$ cat config.mk
export PLATFORM = sky130hd
export DESIGN_NAME = mconverter_fp2int
export DESIGN_NICKNAME = d
export VERILOG_FILES = /design/src/rtl/mconverter_fp2int_pkg.sv /design/src/rtl/mconverter_fp2int_fp16_unpack.sv /design/src/rtl/mconverter_fp2int.sv
export SDC_FILE = /design/constraint.sdc
export NUM_CORES = 2
export LEC_CHECK = 0
export BUFFER_PORTS_ARGS = -buffer_cell sky130_fd_sc_hd__buf_2
export CORE_MARGIN = 8
export CORE_UTILIZATION = 48
export CTS_CLUSTER_DIAMETER = 50
export DETAILED_ROUTE_END_ITERATION = 12
export PLACE_DENSITY = 0.65
export SLEW_MARGIN = 5
export SYNTH_ARGS = -nofsm -noshare
export SYNTH_HDL_FRONTEND = slang
export SYNTH_HIERARCHICAL = 1
export SYNTH_SLANG_ARGS = --single-unit
$ cat constraint.sdc
create_clock -name clk -period 7.45 [get_ports clk]
set_clock_uncertainty 0.1 [all_clocks]
set_input_delay 1.49 -clock clk [delete_from_list [all_inputs] [get_ports clk]]
set_output_delay 1.49 -clock clk [all_outputs]
set_load 0.02 [all_outputs]
$ cat src/rtl/mconverter_fp2int_pkg.sv
// Shared FP16 definitions and per-lane decode record for the FP16 to block fixed-point converter.
package mconverter_fp2int_pkg;

    localparam int MPE_COL    = 16;
    localparam int FP16_EXP_W = 5;
    localparam int FP16_SIG_W = 10;
    localparam int FP16_BIAS  = 15;

    // All-ones exponent marks Inf/NaN.
    localparam logic [FP16_EXP_W-1:0] FP16_EXP_MAX = FP16_EXP_W'(2 * FP16_BIAS + 1);

    typedef struct packed {
        logic                  sign;
        logic [FP16_EXP_W-1:0] exp;
        logic [FP16_SIG_W-1:0] mant;
    } fp16_t;

    typedef struct packed {
        logic                  sign;
        logic [FP16_EXP_W-1:0] e;
        logic [FP16_SIG_W:0]   m;
        logic                  special;
        logic                  nan;
    } lane_t;

    function automatic logic [FP16_EXP_W-1:0] maxExp(input logic [FP16_EXP_W-1:0] a,
                                                     input logic [FP16_EXP_W-1:0] b);
        return (a > b) ? a : b;
    endfunction

endpackage

$ cat src/rtl/mconverter_fp2int_fp16_unpack.sv
// Combinational decode of one FP16 lane into exponent, significand with hidden bit, and special flags.
module fp16_unpack
    import mconverter_fp2int_pkg::*;
(
    input  fp16_t fp_i,
    output lane_t lane_o
);

    // Subnormals and zero share exponent 1 with a cleared hidden bit so they align like normals.
    always_comb begin
        lane_o      = '0;
        lane_o.sign = fp_i.sign;
        if (fp_i.exp == FP16_EXP_MAX) begin
            lane_o.special = 1'b1;
            lane_o.nan     = |fp_i.mant;
        end else if (fp_i.exp == '0) begin
            lane_o.e = FP16_EXP_W'(1);
            lane_o.m = {1'b0, fp_i.mant};
        end else begin
            lane_o.e = fp_i.exp;
            lane_o.m = {1'b1, fp_i.mant};
        end
    end

endmodule

$ cat src/rtl/mconverter_fp2int.sv
// Three-stage valid/ready pipeline turning a row of FP16 operands into signed block fixed-point
// mantissas with one shared biased exponent per row.
module mconverter_fp2int
    import mconverter_fp2int_pkg::*;
#(
    parameter int MPECol = MPE_COL,
    parameter int OUT_W  = 12
) (
    input  logic                          clk,
    input  logic                          rst,
    input  logic                          in_valid,
    output logic                          in_ready,
    input  logic [MPECol-1:0][15:0]       fpIn,
    output logic                          out_valid,
    input  logic                          out_ready,
    output logic [MPECol-1:0][OUT_W-1:0]  intOut,
    output logic [4:0]                    sharedExp,
    output logic [MPECol-1:0]             special
);

    localparam int LEVELS = (MPECol > 1) ? $clog2(MPECol) : 0;
    localparam int P      = 1 << LEVELS;
    localparam logic [OUT_W-1:0] INF_MAG = {1'b0, {(OUT_W-1){1'b1}}};

    logic                         en;
    logic                         s1Valid_q;
    fp16_t [MPECol-1:0]           s1Row_q;
    lane_t                        lane_d [MPECol];
    logic [4:0]                   maxE_d;
    logic                         s2Valid_q;
    lane_t                        s2Lane_q [MPECol];
    logic [4:0]                   s2MaxE_q;
    logic [MPECol-1:0][OUT_W-1:0] intOut_d;
    logic [MPECol-1:0]            special_d;
    logic                         outValid_q;
    logic [MPECol-1:0][OUT_W-1:0] intOut_q;
    logic [4:0]                   sharedExp_q;
    logic [MPECol-1:0]            special_q;

    // Single global stall: every stage, bubbles included, moves only when the output can drain.
    assign en       = !outValid_q | out_ready;
    assign in_ready = en;

    always_ff @(posedge clk) begin
        if (rst) begin
            s1Valid_q <= 1'b0;
            s1Row_q   <= '0;
        end else if (en) begin
            s1Valid_q <= in_valid;
            s1Row_q   <= fpIn;
        end
    end

    for (genvar i = 0; i < MPECol; i++) begin : g_unpack
        fp16_unpack u_unpack (
            .fp_i   (s1Row_q[i]),
            .lane_o (lane_d[i])
        );
    end

    // Max-exponent tree; specials and padding leaves contribute 0 so an all-special row yields 0.
    for (genvar l = 0; l <= LEVELS; l++) begin : g_lvl
        logic [4:0] node [P >> l];
        if (l == 0) begin : g_leaf
            for (genvar i = 0; i < P; i++) begin : g_n
                if (i < MPECol) begin : g_real
                    assign node[i] = lane_d[i].special ? 5'd0 : lane_d[i].e;
                end else begin : g_pad
                    assign node[i] = 5'd0;
                end
            end
        end else begin : g_red
            for (genvar i = 0; i < (P >> l); i++) begin : g_n
                assign node[i] = maxExp(g_lvl[l-1].node[2*i], g_lvl[l-1].node[2*i+1]);
            end
        end
    end
    assign maxE_d = g_lvl[LEVELS].node[0];

    always_ff @(posedge clk) begin
        if (rst) begin
            s2Valid_q <= 1'b0;
            s2Lane_q  <= '{default: '0};
            s2MaxE_q  <= '0;
        end else if (en) begin
            s2Valid_q <= s1Valid_q;
            s2Lane_q  <= lane_d;
            s2MaxE_q  <= maxE_d;
        end
    end

    // Alignment: shifts of OUT_W-1 or more flush the lane to zero; truncation is toward zero.
    always_comb begin
        logic [4:0]       sh;
        logic [OUT_W-2:0] ext;
        logic [OUT_W-2:0] mag;
        sh        = '0;
        ext       = '0;
        mag       = '0;
        intOut_d  = '0;
        special_d = '0;
        for (int i = 0; i < MPECol; i++) begin
            sh  = s2MaxE_q - s2Lane_q[i].e;
            ext = (OUT_W-1)'(s2Lane_q[i].m) << (OUT_W - 12);
            mag = (32'(sh) >= 32'(OUT_W - 1)) ? '0 : (ext >> sh);
            special_d[i] = s2Lane_q[i].special;
            if (s2Lane_q[i].special) begin
                if (s2Lane_q[i].nan) begin
                    intOut_d[i] = '0;
                end else begin
                    intOut_d[i] = s2Lane_q[i].sign ? -INF_MAG : INF_MAG;
                end
            end else begin
                intOut_d[i] = s2Lane_q[i].sign ? -{1'b0, mag} : {1'b0, mag};
            end
        end
    end

    always_ff @(posedge clk) begin
        if (rst) begin
            outValid_q  <= 1'b0;
            intOut_q    <= '0;
            sharedExp_q <= '0;
            special_q   <= '0;
        end else if (en) begin
            outValid_q  <= s2Valid_q;
            intOut_q    <= s2Valid_q ? intOut_d : '0;
            sharedExp_q <= s2Valid_q ? s2MaxE_q : 5'd0;
            special_q   <= s2Valid_q ? special_d : '0;
        end
    end

    assign out_valid = outValid_q;
    assign intOut    = intOut_q;
    assign sharedExp = sharedExp_q;
    assign special   = special_q;

endmodule

# Word level (Yosys, flattened, before mapping)
# Index checks and enable logic that the tools add are counted.
[word_totals]
register_bits = 781
[classes]
mux = 162
n_reduce_logical = 33
bitwise_logic = 1
magnitude_cmp = 31
shift = 16
eq_ne = 16
add_sub_neg = 32
[op_table]
columns = ["op", "count"]
rows = [
  ["$mux W12", 64],
  ["$mux W16", 33],
  ["$mux W192", 1],
  ["$neg A11 Y12", 16],
  ["$mux W11", 16],
  ["$shr A11 B5 Y11", 16],
  ["$mux W5", 32],
  ["$reduce_or A10 Y1", 16],
  ["$eq A5 B5 Y1 const B", 16],
  ["$ge A5 B4 Y1 const B", 16],
  ["$logic_not A5 Y1", 16],
  ["$sub A5 B5 Y5", 16],
  ["$gt A5 B5 Y1", 15],
  ["$mux W2", 16],
  ["$logic_not A1 Y1", 1],
  ["$or A1 B1 Y1", 1],
]

# Depth between registers and ports, before layout
[logic_depth]
word_depth = 12
ltp_mapped = 41
mapped_depth_nobuf = 40

# Modules after synthesis
# The synthesis kept the hierarchy.
[by_module_without_submodules]
columns = ["module", "instances", "cells_each", "area_each_um2", "seq_area_each_um2"]
rows = [
  ["mconverter_fp2int", 1, 5818, 44762.9, 15635.0],
  ["fp16_unpack", 16, 29, 214.0, 0.0],
]

# Least setup slack after synthesis
# OpenSTA, ideal clock, no wires.
[synth_timing]
kind = "register -> register"
from = "reg s1Row_q[75] (netlist bit)"
to = "reg s2MaxE_q[4]"
synth_period_minus_slack_ns = 6.573
path_stages_with_launch = 41
setup_slack_ns = 0.877
setup_time_ns = 0.114
t_arrival_ns = 6.359
cell_sequence = "dfxtp_1 and3_4 nand3_4 buf_6 and2_1 nor2b_1 ha_1 nor2b_1 o21a_1 o21ai_0 a21oi_1 nor2_1 a21o_1 ha_1 nor2b_1 o21a_1 o21ai_0 nand2b_1 [... 5 more ...] nor2b_1 o21a_1 o21ai_0 nand2b_1 a21oi_1 a31oi_1 mux2i_1 inv_1 ha_1 nor2b_1 o21ai_0 nand2b_1 a21oi_1 nor2b_1 o22ai_1 nand2b_1 inv_1 a21o_1"
[synth_lines]
columns = ["element", "line_no", "source"]
rows = [
  ["from (decl)", "mconverter_fp2int.sv:27", "fp16_t [MPECol-1:0] s1Row_q;"],
  ["from (signal assigned)", "mconverter_fp2int.sv:50", "s1Row_q <= fpIn;"],
  ["to (signal assigned)", "mconverter_fp2int.sv:88", "s2MaxE_q <= maxE_d;"],
  ["to (decl)", "mconverter_fp2int.sv:32", "logic [4:0] s2MaxE_q;"],
]

==> summary.txt <==
Logic synthesis
  • #FFs+latches synth: 781
  • Avg Cell Area, Syn: 7.67 µm²
  • Post-Syn Area: 48,200 µm²
  • YS warnings: 6
  • Synth async-reset ratio: 0%
  • Number of flops mapped to enable cells by yosys: 0
  • Cells after synthesis: 6,282
  • Sequential element share of the synthesized area: 32.4%
  • Synth cell types: 107
  • Post-Syn Nets: 6,713
  • Ys flop type: dfxtp_1

Placed design
  • Dpl cell area: 50,700 µm²
  • Final HPWL DP: 104 mm
  • Dpl cells: 7,668
  • Pre-CTS setup slack: 0.0887 ns
  • Routability Congestion: 0.892
  • # port buffers: 474

Clocking
  • Maximum clock path buffer count: 3
  • Worst skew pair latency: 0.68 ns
  • H-tree depth: 3
  • Root Buffer: clkbuf_16
  • Num CTS Buffers: 105
  • CTS Sinks: 781
  • TritonCTS clock tree: done
  • Clock-pin slew on the worst setup and hold paths: 0.06 ns
  • Hold buffer count at cts: 0

Routing
  • Wire length per cell: 18.6 µm
  • Drc violations: 0
  • Vias per cell: 5.67
  • Final ANT Viol Nets: 0
  • Drt first-iter violations: 3,404
  • Total number of vias: 44,700
  • Post-Route WL: 146 mm
  • Drt first pass iters: 6

Die
  • Chip Height: 333 µm
  • Area of the die: 111,000 µm²
  • Ports: 475
  • Starting Density: 48.3%
  • Rows: 116
  • Die X-Extent: 333 µm
  • Core ar.: 99,900 µm²

STA
  • Period utilisation layout: 92.6%
  • Rel. slew slack: 20.5%
  • Achievable Freq: 145 MHz
  • Slew @ Worst Pin: 1.19 ns
  • Fin crit period: 6.90 ns
  • Final setup viols: 0
  • Slew Limit Fails: 0
  • Setup ws final: 0.549 ns
  • Final hold violations: 0

Finish
  • Layout Nets: 6,914
  • Fraction of layout cells with a size suffix above 1: 16.8%
  • Most frequent cells in the layout: 1,566 x nand2_1, 876 x a21oi_1, 776 x dfxtp_1
  • Multi-input gate area: 30,200 µm²
  • FF+latch area: 15,600 µm²
  • Post-route non-filler standard cell count: 7,871
  • Fin util: 54.6%
  • Fill count: 9,583
  • Commonest non-fill, non-tap cell in the layout: nand2_1
  • Fin area: 54,500 µm²
  • Area Overhead vs Synth: 13.1%

Worst hold path
  • Hold depth: 2
  • Hold_sp: intOut[64]$_SDFFE_PP0P_
  • Worst hold path type: reg2reg
  • Hold Path Sink: intOut[64]$_SDFFE_PP0P_

Power and ir drop
  • Sw Ratio: 37.8%
  • Lkg Pwr: 22.5 nW
  • Reg power frac: 28.6%
  • Comb pwr share: 39.5%
  • P_int: 0.0100 W
  • Psw: 0.00610 W
  • Clock power share: 31.9%
  • Worst ir drop on vdd: 0.181 mV
  • PD cells: 296 nW/µm²

Setup path
  • Crit path required time: 7.90 ns
  • Worst-path maximum fanout: 15
  • WP data arrival: 7.35 ns
  • Critical path type: reg2reg
  • Worst r2r src: s1Row_q[173]$_SDFFE_PP0P_
  • Slowest stage cell, crit path: a21oi_1
  • Critical Path Sink Type: flip-flop
  • Max stage delay on crit path: 0.40 ns
  • Worst R2R Setup Slack: 0.55 ns
  • R2R cell count: 32
  • Startpoint Class: flip-flop
  • Reg2Reg Capture Point: s2MaxE_q[4]$_SDFFE_PP0P_

GRT
  • GR Overflow Total: 0
  • Vias in the first global route: 41,900
  • Global-route wire length before repair: 230 mm
  • Largest net degree at the start of global routing: 216
  • Initial antenna violation count: 3
  • GR Util All Layers: 25.0%

Status
  • Status: finished, final reports clean

Flow run
  • Max-cap violations: 0
[per-stage QoR]
stage               hold WS (ns)  TNS, ns  power, W
finish                     0.339        0    0.0161
global route               0.361  -0.0310    0.0171
CTS                        0.343        0    0.0161
detailed placement         0.334        0    0.0109
global placement           0.324        0    0.0108
floorplan                  0.329        0   0.00957
[area by class of cell]
type	instances	share of cell area (%)
Multi-Input combinational cell	4907	55.4
Clock inverter	60	1.21
Timing Repair Buffer	508	5.00
Tap cell	1298	2.98
Inverter	180	1.25
Antenna cell	2	0.00919
Sequential cell	781	28.7
Clock buffer	135	5.41
[synth_stat cells (11+ instances only)]
cell / n / area (µm²)
nand2_1: 1566 / 5880
a21oi_1: 884 / 4420
dfxtp_1: 781 / 15600
clkbuf_1: 334 / 1250
o21ai_0: 244 / 1220
nor2_1: 221 / 830
inv_1: 179 / 672
mux2i_1: 170 / 1700
ha_1: 155 / 1940
nand3_1: 116 / 581
and2_1: 109 / 682
mux4_2: 95 / 2140
nand2b_1: 91 / 569
xnor2_1: 88 / 771
and2_2: 80 / 601
nor2b_1: 73 / 457
and2_4: 64 / 561
o21ai_1: 64 / 320
nor3_1: 63 / 315
xor2_1: 63 / 552
a21o_1: 59 / 443
nor4_1: 50 / 313
and3_1: 47 / 294
mux2_2: 44 / 495
buf_2: 36 / 180
or2_2: 35 / 219
a22oi_1: 30 / 225
o21a_1: 27 / 203
o31ai_1: 27 / 203
a211oi_1: 26 / 195
o211ai_1: 24 / 180
a21boi_0: 23 / 173
a31oi_1: 23 / 144
or3_1: 22 / 138
and3b_1: 19 / 166
buf_4: 19 / 143
nand4_1: 19 / 119
a31oi_2: 17 / 213
buf_6: 17 / 191
and3_4: 16 / 180
fa_1: 16 / 320
nand3_4: 16 / 280
a222oi_1: 14 / 140
a311oi_1: 14 / 123
a221oi_1: 11 / 96.3
[worst max-delay path by stage]
stage,start,endpoint,cells past startpoint
finish,s1Row_q[173]$_SDFFE_PP0P_,s2MaxE_q[4]$_SDFFE_PP0P_,32
global route,s1Row_q[139]$_SDFFE_PP0P_,s2MaxE_q[4]$_SDFFE_PP0P_,35
CTS,s1Row_q[109]$_SDFFE_PP0P_,s2MaxE_q[4]$_SDFFE_PP0P_,38
detailed placement,s1Row_q[109]$_SDFFE_PP0P_,s2MaxE_q[4]$_SDFFE_PP0P_,38
global placement,s1Row_q[109]$_SDFFE_PP0P_,s2MaxE_q[4]$_SDFFE_PP0P_,38
floorplan,s1Row_q[75]$_SDFFE_PP0P_,s2MaxE_q[4]$_SDFFE_PP0P_,40
[state kept, by name (all words and copies together) (netlist names)]
register,count
s1Row_q,256
sharedExp,5
intOut,192
s2Valid_q,1
out_valid,1
s2MaxE_q,5
s1Valid_q,1
s2Lane_q,304
special,16
[critical path: cells and delay by family, from the launching register on]
family	cells	cell delay (ns)
compound gates	11	2.49
fa+ha+maj	4	1.24
buf+inv	3	0.29
flops	1	0.37
mux	1	0.34
simple gates	13	1.95
[power groups by stage]
stage / Combinational [W] / Clock (W) / Sequential (W)
2_1_floorplan: 0.00494 / 0 / 0.00463
3_3_place_gp: 0.00615 / 0 / 0.00469
3_5_place_dp: 0.00620 / 0 / 0.00470
4_1_cts: 0.00625 / 0.00526 / 0.00461
5_1_grt: 0.00706 / 0.00545 / 0.00464
6_report: 0.00637 / 0.00515 / 0.00461
[metal layers]
metal  vias up  track usage, %  share of wire, %
met5         -               0            0.0082
met1     21100            34.4                46
met2      1157            39.3                44
met4         2            7.62               2.7
met3       223            5.13               6.7
li1      22200               -                 -
[what timing repair did]
item                                    in CTS  in global routing
endpoints found under the setup margin       0                  5
gates resized for setup                      0                 20
setup buffers                                0                  6
[kinds of logic (layout without fill, tap and decap cells)]
kind of cell	after synthesis	count (layout)	synth area share (%)
compound gates	1620	1620	19.8
xor+xnor	154	154	2.87
fa+ha+maj	171	171	4.69
buf+inv	594	883	5.14
flops	781	781	32.4
mux	314	314	9.12
other cells	0	2	0
simple gates	2648	2648	26.0
No activity file was read; power rests on OpenSTA's default activity.
